**src/rtl/conv_window_controller.sv**
```systemverilog
`timescale 1ns/1ps
`default_nettype none
// ============================================================================
// Module   : conv_window_controller
// Brief    : Sequences one KxK stride-1 convolution pass over an IMG_W x IMG_W
//            map: memory read addresses, accumulator clr/ld, result write.
//            Optional stall input when CONV_STALL_EN is defined.
// Revision : 1.0 - initial release
// ============================================================================
module conv_window_controller #(
    parameter int IMG_W  = 28,
    parameter int K      = 3,
    parameter int IMG_AW = 10,
    parameter int W_AW   = 4,
    parameter int OUT_AW = 10
) (
    input  logic              clk,
    input  logic              rst,
    input  logic              start,
`ifdef CONV_STALL_EN
    input  logic              stall,
`endif
    output logic              busy,
    output logic              done,
    output logic [IMG_AW-1:0] imgAddr,
    output logic [W_AW-1:0]   wAddr,
    output logic              rdEn,
    output logic              accClr,
    output logic              accLd,
    output logic              outWr,
    output logic [OUT_AW-1:0] outAddr
);

    localparam int OUT_W = IMG_W - K + 1;
    localparam int OCW   = (OUT_W > 1) ? $clog2(OUT_W) : 1;
    localparam int KCW   = (K > 1) ? $clog2(K) : 1;

    localparam logic [OCW-1:0]    c_lastO = OCW'(OUT_W - 1);
    localparam logic [KCW-1:0]    c_lastK = KCW'(K - 1);
    localparam logic [IMG_AW-1:0] c_imgW  = IMG_AW'(IMG_W);
    localparam logic [W_AW-1:0]   c_k     = W_AW'(K);
    localparam logic [OUT_AW-1:0] c_outW  = OUT_AW'(OUT_W);

    typedef enum logic [2:0] {
        IDLE  = 3'd0,
        CLEAR = 3'd1,
        MAC   = 3'd2,
        DRAIN = 3'd3,
        WRITE = 3'd4,
        DONE  = 3'd5
    } stateT;

    stateT             r_state, w_nextState;
    logic [OCW-1:0]    r_orow, r_ocol, w_orow, w_ocol;
    logic [KCW-1:0]    r_kr, r_kc, w_kr, w_kc;
    logic              w_stall;
    logic [IMG_AW-1:0] w_imgAddr;
    logic [W_AW-1:0]   w_wAddr;
    logic [OUT_AW-1:0] w_outAddr;

    // Stall only freezes an active pass; IDLE and DONE ignore it.
`ifdef CONV_STALL_EN
    assign w_stall = stall && (r_state != IDLE) && (r_state != DONE);
`else
    assign w_stall = 1'b0;
`endif

    assign w_imgAddr = (IMG_AW'(r_orow) + IMG_AW'(r_kr)) * c_imgW
                     + IMG_AW'(r_ocol) + IMG_AW'(r_kc);
    assign w_wAddr   = W_AW'(r_kr) * c_k + W_AW'(r_kc);
    assign w_outAddr = OUT_AW'(r_orow) * c_outW + OUT_AW'(r_ocol);

    always_comb begin
        w_nextState = r_state;
        w_orow      = r_orow;
        w_ocol      = r_ocol;
        w_kr        = r_kr;
        w_kc        = r_kc;
        if (!w_stall) begin
            case (r_state)
                IDLE: begin
                    if (start) begin
                        w_nextState = CLEAR;
                        w_orow      = '0;
                        w_ocol      = '0;
                    end
                end
                CLEAR: begin
                    w_kr        = '0;
                    w_kc        = '0;
                    w_nextState = MAC;
                end
                MAC: begin
                    if (r_kc == c_lastK) begin
                        w_kc = '0;
                        if (r_kr == c_lastK) begin
                            w_nextState = DRAIN;
                        end else begin
                            w_kr = r_kr + KCW'(1);
                        end
                    end else begin
                        w_kc = r_kc + KCW'(1);
                    end
                end
                DRAIN: w_nextState = WRITE;
                WRITE: begin
                    if (r_ocol == c_lastO) begin
                        w_ocol = '0;
                        if (r_orow == c_lastO) begin
                            w_nextState = DONE;
                        end else begin
                            w_orow      = r_orow + OCW'(1);
                            w_nextState = CLEAR;
                        end
                    end else begin
                        w_ocol      = r_ocol + OCW'(1);
                        w_nextState = CLEAR;
                    end
                end
                DONE:    w_nextState = IDLE;
                default: w_nextState = IDLE;
            endcase
        end
    end

    // Outputs are registered from the current state, so the whole output
    // pattern trails the state register by one cycle; accLd trails rdEn by one.
    always_ff @(posedge clk or posedge rst) begin
        if (rst) begin
            r_state <= IDLE;
            r_orow  <= '0;
            r_ocol  <= '0;
            r_kr    <= '0;
            r_kc    <= '0;
            busy    <= 1'b0;
            done    <= 1'b0;
            imgAddr <= '0;
            wAddr   <= '0;
            rdEn    <= 1'b0;
            accClr  <= 1'b0;
            accLd   <= 1'b0;
            outWr   <= 1'b0;
            outAddr <= '0;
        end else begin
            r_state <= w_nextState;
            r_orow  <= w_orow;
            r_ocol  <= w_ocol;
            r_kr    <= w_kr;
            r_kc    <= w_kc;
            busy    <= (r_state != IDLE) && (r_state != DONE);
            done    <= (r_state == DONE);
            accClr  <= (r_state == CLEAR) && !w_stall;
            rdEn    <= (r_state == MAC) && !w_stall;
            accLd   <= rdEn;
            outWr   <= (r_state == WRITE) && !w_stall;
            if (r_state == MAC) begin
                imgAddr <= w_imgAddr;
                wAddr   <= w_wAddr;
            end
            if (r_state == WRITE) begin
                outAddr <= w_outAddr;
            end
        end
    end

endmodule
`default_nettype wire

```
**config.mk**
```make
export PLATFORM = sky130hd
export DESIGN_NAME = conv_window_controller
export DESIGN_NICKNAME = d
export VERILOG_FILES = /design/src/rtl/conv_window_controller.sv
export SDC_FILE = /design/constraint.sdc
export NUM_CORES = 1
export LEC_CHECK = 0
export ABC_AREA = 1
export ABC_CLOCK_PERIOD_IN_PS = 6440
export CELL_PAD_IN_SITES_DETAIL_PLACEMENT = 2
export CELL_PAD_IN_SITES_GLOBAL_PLACEMENT = 2
export CORE_ASPECT_RATIO = 1.1
export CORE_MARGIN = 1.5
export CORE_UTILIZATION = 37
export CTS_CLUSTER_SIZE = 40
export DETAILED_ROUTE_END_ITERATION = 8
export GPL_TIMING_DRIVEN = 0
export PLACE_DENSITY_LB_ADDON = 0.1
export SYNTH_ARGS = -nofsm -noshare
export SYNTH_HDL_FRONTEND = slang
export SYNTH_SLANG_ARGS = --single-unit
```
**constraint.sdc**
```tcl
create_clock -name clk -period 6.44 [get_ports clk]
set_clock_uncertainty 0.15 [all_clocks]
set_input_delay 1.288 -clock clk [delete_from_list [all_inputs] [get_ports clk]]
set_output_delay 1.288 -clock clk [all_outputs]
set_load 0.01 [all_outputs]
```
Word-level counts from Yosys, hierarchy flattened
Index checks and enable logic that the tools add are counted.
- output and inout bits: 30
- logic and storage cells: 68
- bits of input ports: 3
- register bits after elaboration: 47
- $add $sub $neg: 9
- reductions and logical operators: 9
- equality and inequality tests: 16
- multiplexer cells: 17
- multiply operators: 3
- operator list (kind ; count):
    adder 10 x 5 -> 10 bit ; 2
    two-way mux 5 bit ; 4
    case mux 5 bit (2 select lines) ; 2
    two-way mux 3 bit ; 5
    case mux 3 bit (5 select lines) ; 1
    inequality test 2 bit, second input constant ; 6
    adder 10 x 2 -> 10 bit ; 1
    adder 5 x 1 -> 5 bit, second input constant ; 2
    equality test 5 bit, second input constant ; 2
    multiplier 5 x 4 -> 9 bit, second input constant ; 1
    multiplier 6 x 3 -> 8 bit, second input constant ; 1
    case mux 2 bit (2 select lines) ; 2
    adder 5 x 2 -> 6 bit ; 1
    equality test 3 x 2 -> 1 bit, second input constant ; 2
    equality test 3 bit, second input constant ; 2
    two-way mux 2 bit ; 3
    AND reduction 3 bit ; 2
    adder 2 x 1 -> 2 bit, second input constant ; 2
    adder 4 x 2 -> 4 bit ; 1
    equality test 2 bit, second input constant ; 2
    multiplier 2 x 2 -> 4 bit, second input constant ; 1
    AND reduction 4 bit ; 1
    nonzero test 2 bit ; 2
    equality test 3 x 1 -> 1 bit, second input constant ; 1
    other kinds (5) ; 5

Longest topological paths before layout
- depth after elaboration: 4
- gate-level depth with buffers: 22

Worst setup path before layout
No wires, ideal clock.
- path type: register -> register
- start point: register r_orow[0]
- end point: register imgAddr[9]
- period minus slack after synthesis: 3.336 ns
- buffers on the path: 0
- cell stages (with the launch flop): 18
- data arrival time: 3.069 ns
- data required time: 6.173 ns
- slack: 3.104 ns
- cells stage by stage: dfrtp_1 -> ha_1 -> fa_1 -> xnor2_1 -> inv_1 -> fa_1 -> inv_1 -> fa_1 -> inv_1 -> nand3_1 -> nand2_1 -> nand2_1 -> nand2_1 -> nand2_1 -> nor2_1 -> nand2_1 -> nand3_1 -> nand2_1
- longest elaborated chain between the ends: 4
- ends and longest elaborated chain (element ; line ; RTL):
    from (decl) ; 54 ; logic [OCW-1:0] r_orow, r_ocol, w_orow, w_ocol;
    from (signal assigned) ; 146 ; r_orow <= w_orow;
    adder 5 x 2 -> 6 bit ; 68 ; assign w_imgAddr = (IMG_AW'(r_orow) + IMG_AW'(r_kr)) * c_imgW
    multiplier 6 x 3 -> 8 bit ; 68 ;
    adder 10 x 5 -> 10 bit ; 69 ; + IMG_AW'(r_ocol) + IMG_AW'(r_kc);
    adder 10 x 2 -> 10 bit ; 69 ;
    to (signal assigned) ; 157 ; imgAddr <= w_imgAddr;
    to (decl) ; 25 ; output logic [IMG_AW-1:0] imgAddr,
No other way between the ends.
A chain may end at the register's enable or synchronous reset.

Worst setup path after layout
Ends and elaborated chain as after synthesis.

==> impl_metrics.ini <==
[status]
status = finished clean

[global_routing]
grt_pass1_vias = 3380
grt_first_pass_wirelength_um = 16300
grt_max_degree = 35
antenna_found_initial = 0
overflow = 0
track_usage_pct = 20.5

[setup_path]
cp_data_required_time_ns = 6.50
cp_cell_sequence = ha_1 > fa_1 > xnor2_1 > fa_1 > inv_1 > ha_1 > inv_1 > fa_1 > inv_1 > nand3_1 > nand2_1 > nand2_1 > nand2_1 > nand2_1 > nor2_1 > nand2_1 > nand3_1 > nand2_1
cp_slowest_cell = dfrtp_1
worst-setup-path-type = reg -> reg
crit_path_max_incr_delay_ns = 0.52
cp_data_arrival_time_ns = 3.93
path_max_fanout = 8
crit_path_start_kind = flop
end_kind = flop
cpMostUsedCell = nand2_1
reg2reg_from = r_orow[0]
critical_path.startpoint = r_orow[0]

[yosys]
synth-simple-area-share_pct = 26.3
synth_xor_area_share_pct = 4.26
synth_fa_ha_area_share_pct = 20.3
synthMuxAreaShare_pct = 0
syn_area_um2 = 3490
synth_warnings = 0
yosysSeqAreaShare_pct = 33.7
yosysUniqueCellTypes = 29
ys_ff_latch = 47
syn_area_per_cell_um2 = 8.01
synthesis.nets = 489
syn_inst = 436
synth_compound_area_share_pct = 7.17
synth_top_family_by_area = simple AND/OR/NAND/NOR gates

[min_path]
hp-start = rdEn
min_path_type = reg -> reg

[timing]
setup_violations = 0
worst_slew_pin_slew_ns = 0.355
max_freq_mhz = 258
slew_viol_final = 0
timing.setup.tns_ns = 0
min_period_over_period_pct = 60.1
whs_ns = 0.240
rsz0062_at_grt = false
slew_headroom_pct = 76.2
hold_viol = 0
period_needed_ns = 3.87
finalWorstSetupSlack_ns = 2.57

[route]
totalWireLength_um = 9240
routedWlPerCell_um = 15.5
drc = 0
dr.pass1.iters = 4
dr.first_iter.drc_count = 107
drtAntennaViolNets = 0
via_count = 2990
vias_per_cell = 5.03

[placement]
io_buffers = 32
placed_cell_area_um2 = 3980
dp_worst_setup_slack_ns = 2.58
dpl.hpwl_um = 7630
place.gp.congestion = 0.793

[floorplan]
chipHeight_um = 105
pin_count = 33
initial_core_util_pct = 37.7
core_area_um2 = 9260
die_w_um = 95.6
rows = 37
die_area_um2 = 10000

[clock_network]
cts_resized = 0
cts_setup_buffers = 0
cts_buffers = 5
cts_tree = yes
cts.htree.levels = 2
clock_sinks = 47
postCtsHoldBufs = 0
clockBufferDepth = 2
clk_pin_slew_worst_paths_ns = 0.10
clkLatencyLatePin_ns = 0.31
cts_root_buf = clkbuf_8

[cells_and_area]
drive_above_1_share_pct = 7.76
utilization_pct = 44.0
design_area_um2 = 4080
area_growth_pct = 16.8
final_cell_mix = nand2_1, inv_1, dfrtp_1, nand3_1, ha_1
layout_commonest_cell = nand2_1
antenna_cells = 0
finalNetCount = 529

[pwr]
power_leakage_nw = 2.14
ir_worst_vdd_v = 0.000118
power.density_nw_per_um2 = 381

[flow_run]
drv_cap = 0
-- through the flow --
step	power (W)	instances
3_3_place_gp	0.00130	585
6_report	0.00155	594
5_1_grt	0.00172	594
3_5_place_dp	0.00137	586
2_1_floorplan	0.00104	436
4_1_cts	0.00158	594
-- cell families (layout without fill, tap and decap cells) --
| kind of cell | Yosys count | after routing |
|---|---|---|
| and+or+nand+nor | 207 | 207 |
| buffers and inverters | 73 | 114 |
| adders and majority gates | 50 | 50 |
| DFF | 47 | 47 |
| AOI/OAI and AO/OA | 42 | 42 |
| xor gates and xnor gates | 17 | 17 |
-- flip-flops by register name (all words and copies together), names as in the netlist, 2 cells and up --
signal,cells
r_orow,5
r_state,3
wAddr,4
imgAddr,10
r_ocol,5
outAddr,10
r_kc,2
r_kr,2
-- power by group --
| part | leakage, nW | total (W) | switching (W) | internal, W |
|---|---|---|---|---|
| Sequential | 0.623 | 0.000472 | 0.0000862 | 0.000386 |
| Combinational | 1.47 | 0.000878 | 0.000518 | 0.000361 |
| Clock | 0.0474 | 0.000202 | 0.000114 | 0.0000880 |
| Total | 2.14 | 0.00155 | 0.000718 | 0.000834 |
-- worst paths after layout --
check,cells after the start,to,slack [ns]
min,0,accLd,0.24
min in group asynchronous,2,accClr,1.09
min reg2reg,0,accLd,0.24
max in group asynchronous,3,imgAddr[6],4.55
max,18,imgAddr[9],2.57
max reg2reg,18,imgAddr[9],2.57
-- cell usage after synthesis, drive strengths merged --
cell | number | area share (%)
o22ai | 3 | 0.54
nand3 | 40 | 5.7
nand3b | 2 | 0.43
nor3 | 2 | 0.29
dfrtp | 47 | 34
a21oi | 12 | 1.9
buf | 6 | 1.0
o21ai | 20 | 2.9
nand2 | 135 | 15
xor2 | 11 | 2.8
nand4 | 6 | 1.1
nor2 | 21 | 3.4
a31oi | 3 | 0.54
xnor2 | 6 | 1.5
o31ai | 4 | 1.3
or2 | 1 | 0.18
inv | 67 | 7.3
ha | 39 | 14
fa | 11 | 6.3
-- critical path: cells and delay by family (launching register included) --
kind	cells	cell delay [ns]
xor gates and xnor gates	1	0.34
adders and majority gates	5	1.80
buffers and inverters	3	0.23
DFF	1	0.52
and+or+nand+nor	9	0.73
-- per-layer routing --
metal  wire (µm)  track usage [%]  vias up
li1            -                -     1465
met1        4100             25.9     1484
met2        4810             35.8       29
met3         176             2.77       12
met4         145             5.88        0
met5           0                0        -
-- final cells by class --
type | count | area (µm²)
Sequential cell | 47 | 1180
Buffer | 6 | 35.0
Timing Repair Buffer | 33 | 340
Clock inverter | 2 | 16.3
Fill cell | 1102 | 5180
Inverter | 67 | 256
Clock buffer | 6 | 82.6
Multi-Input combinational cell | 316 | 2020
Tap cell | 117 | 146
Power figures use the tool's default switching activity.
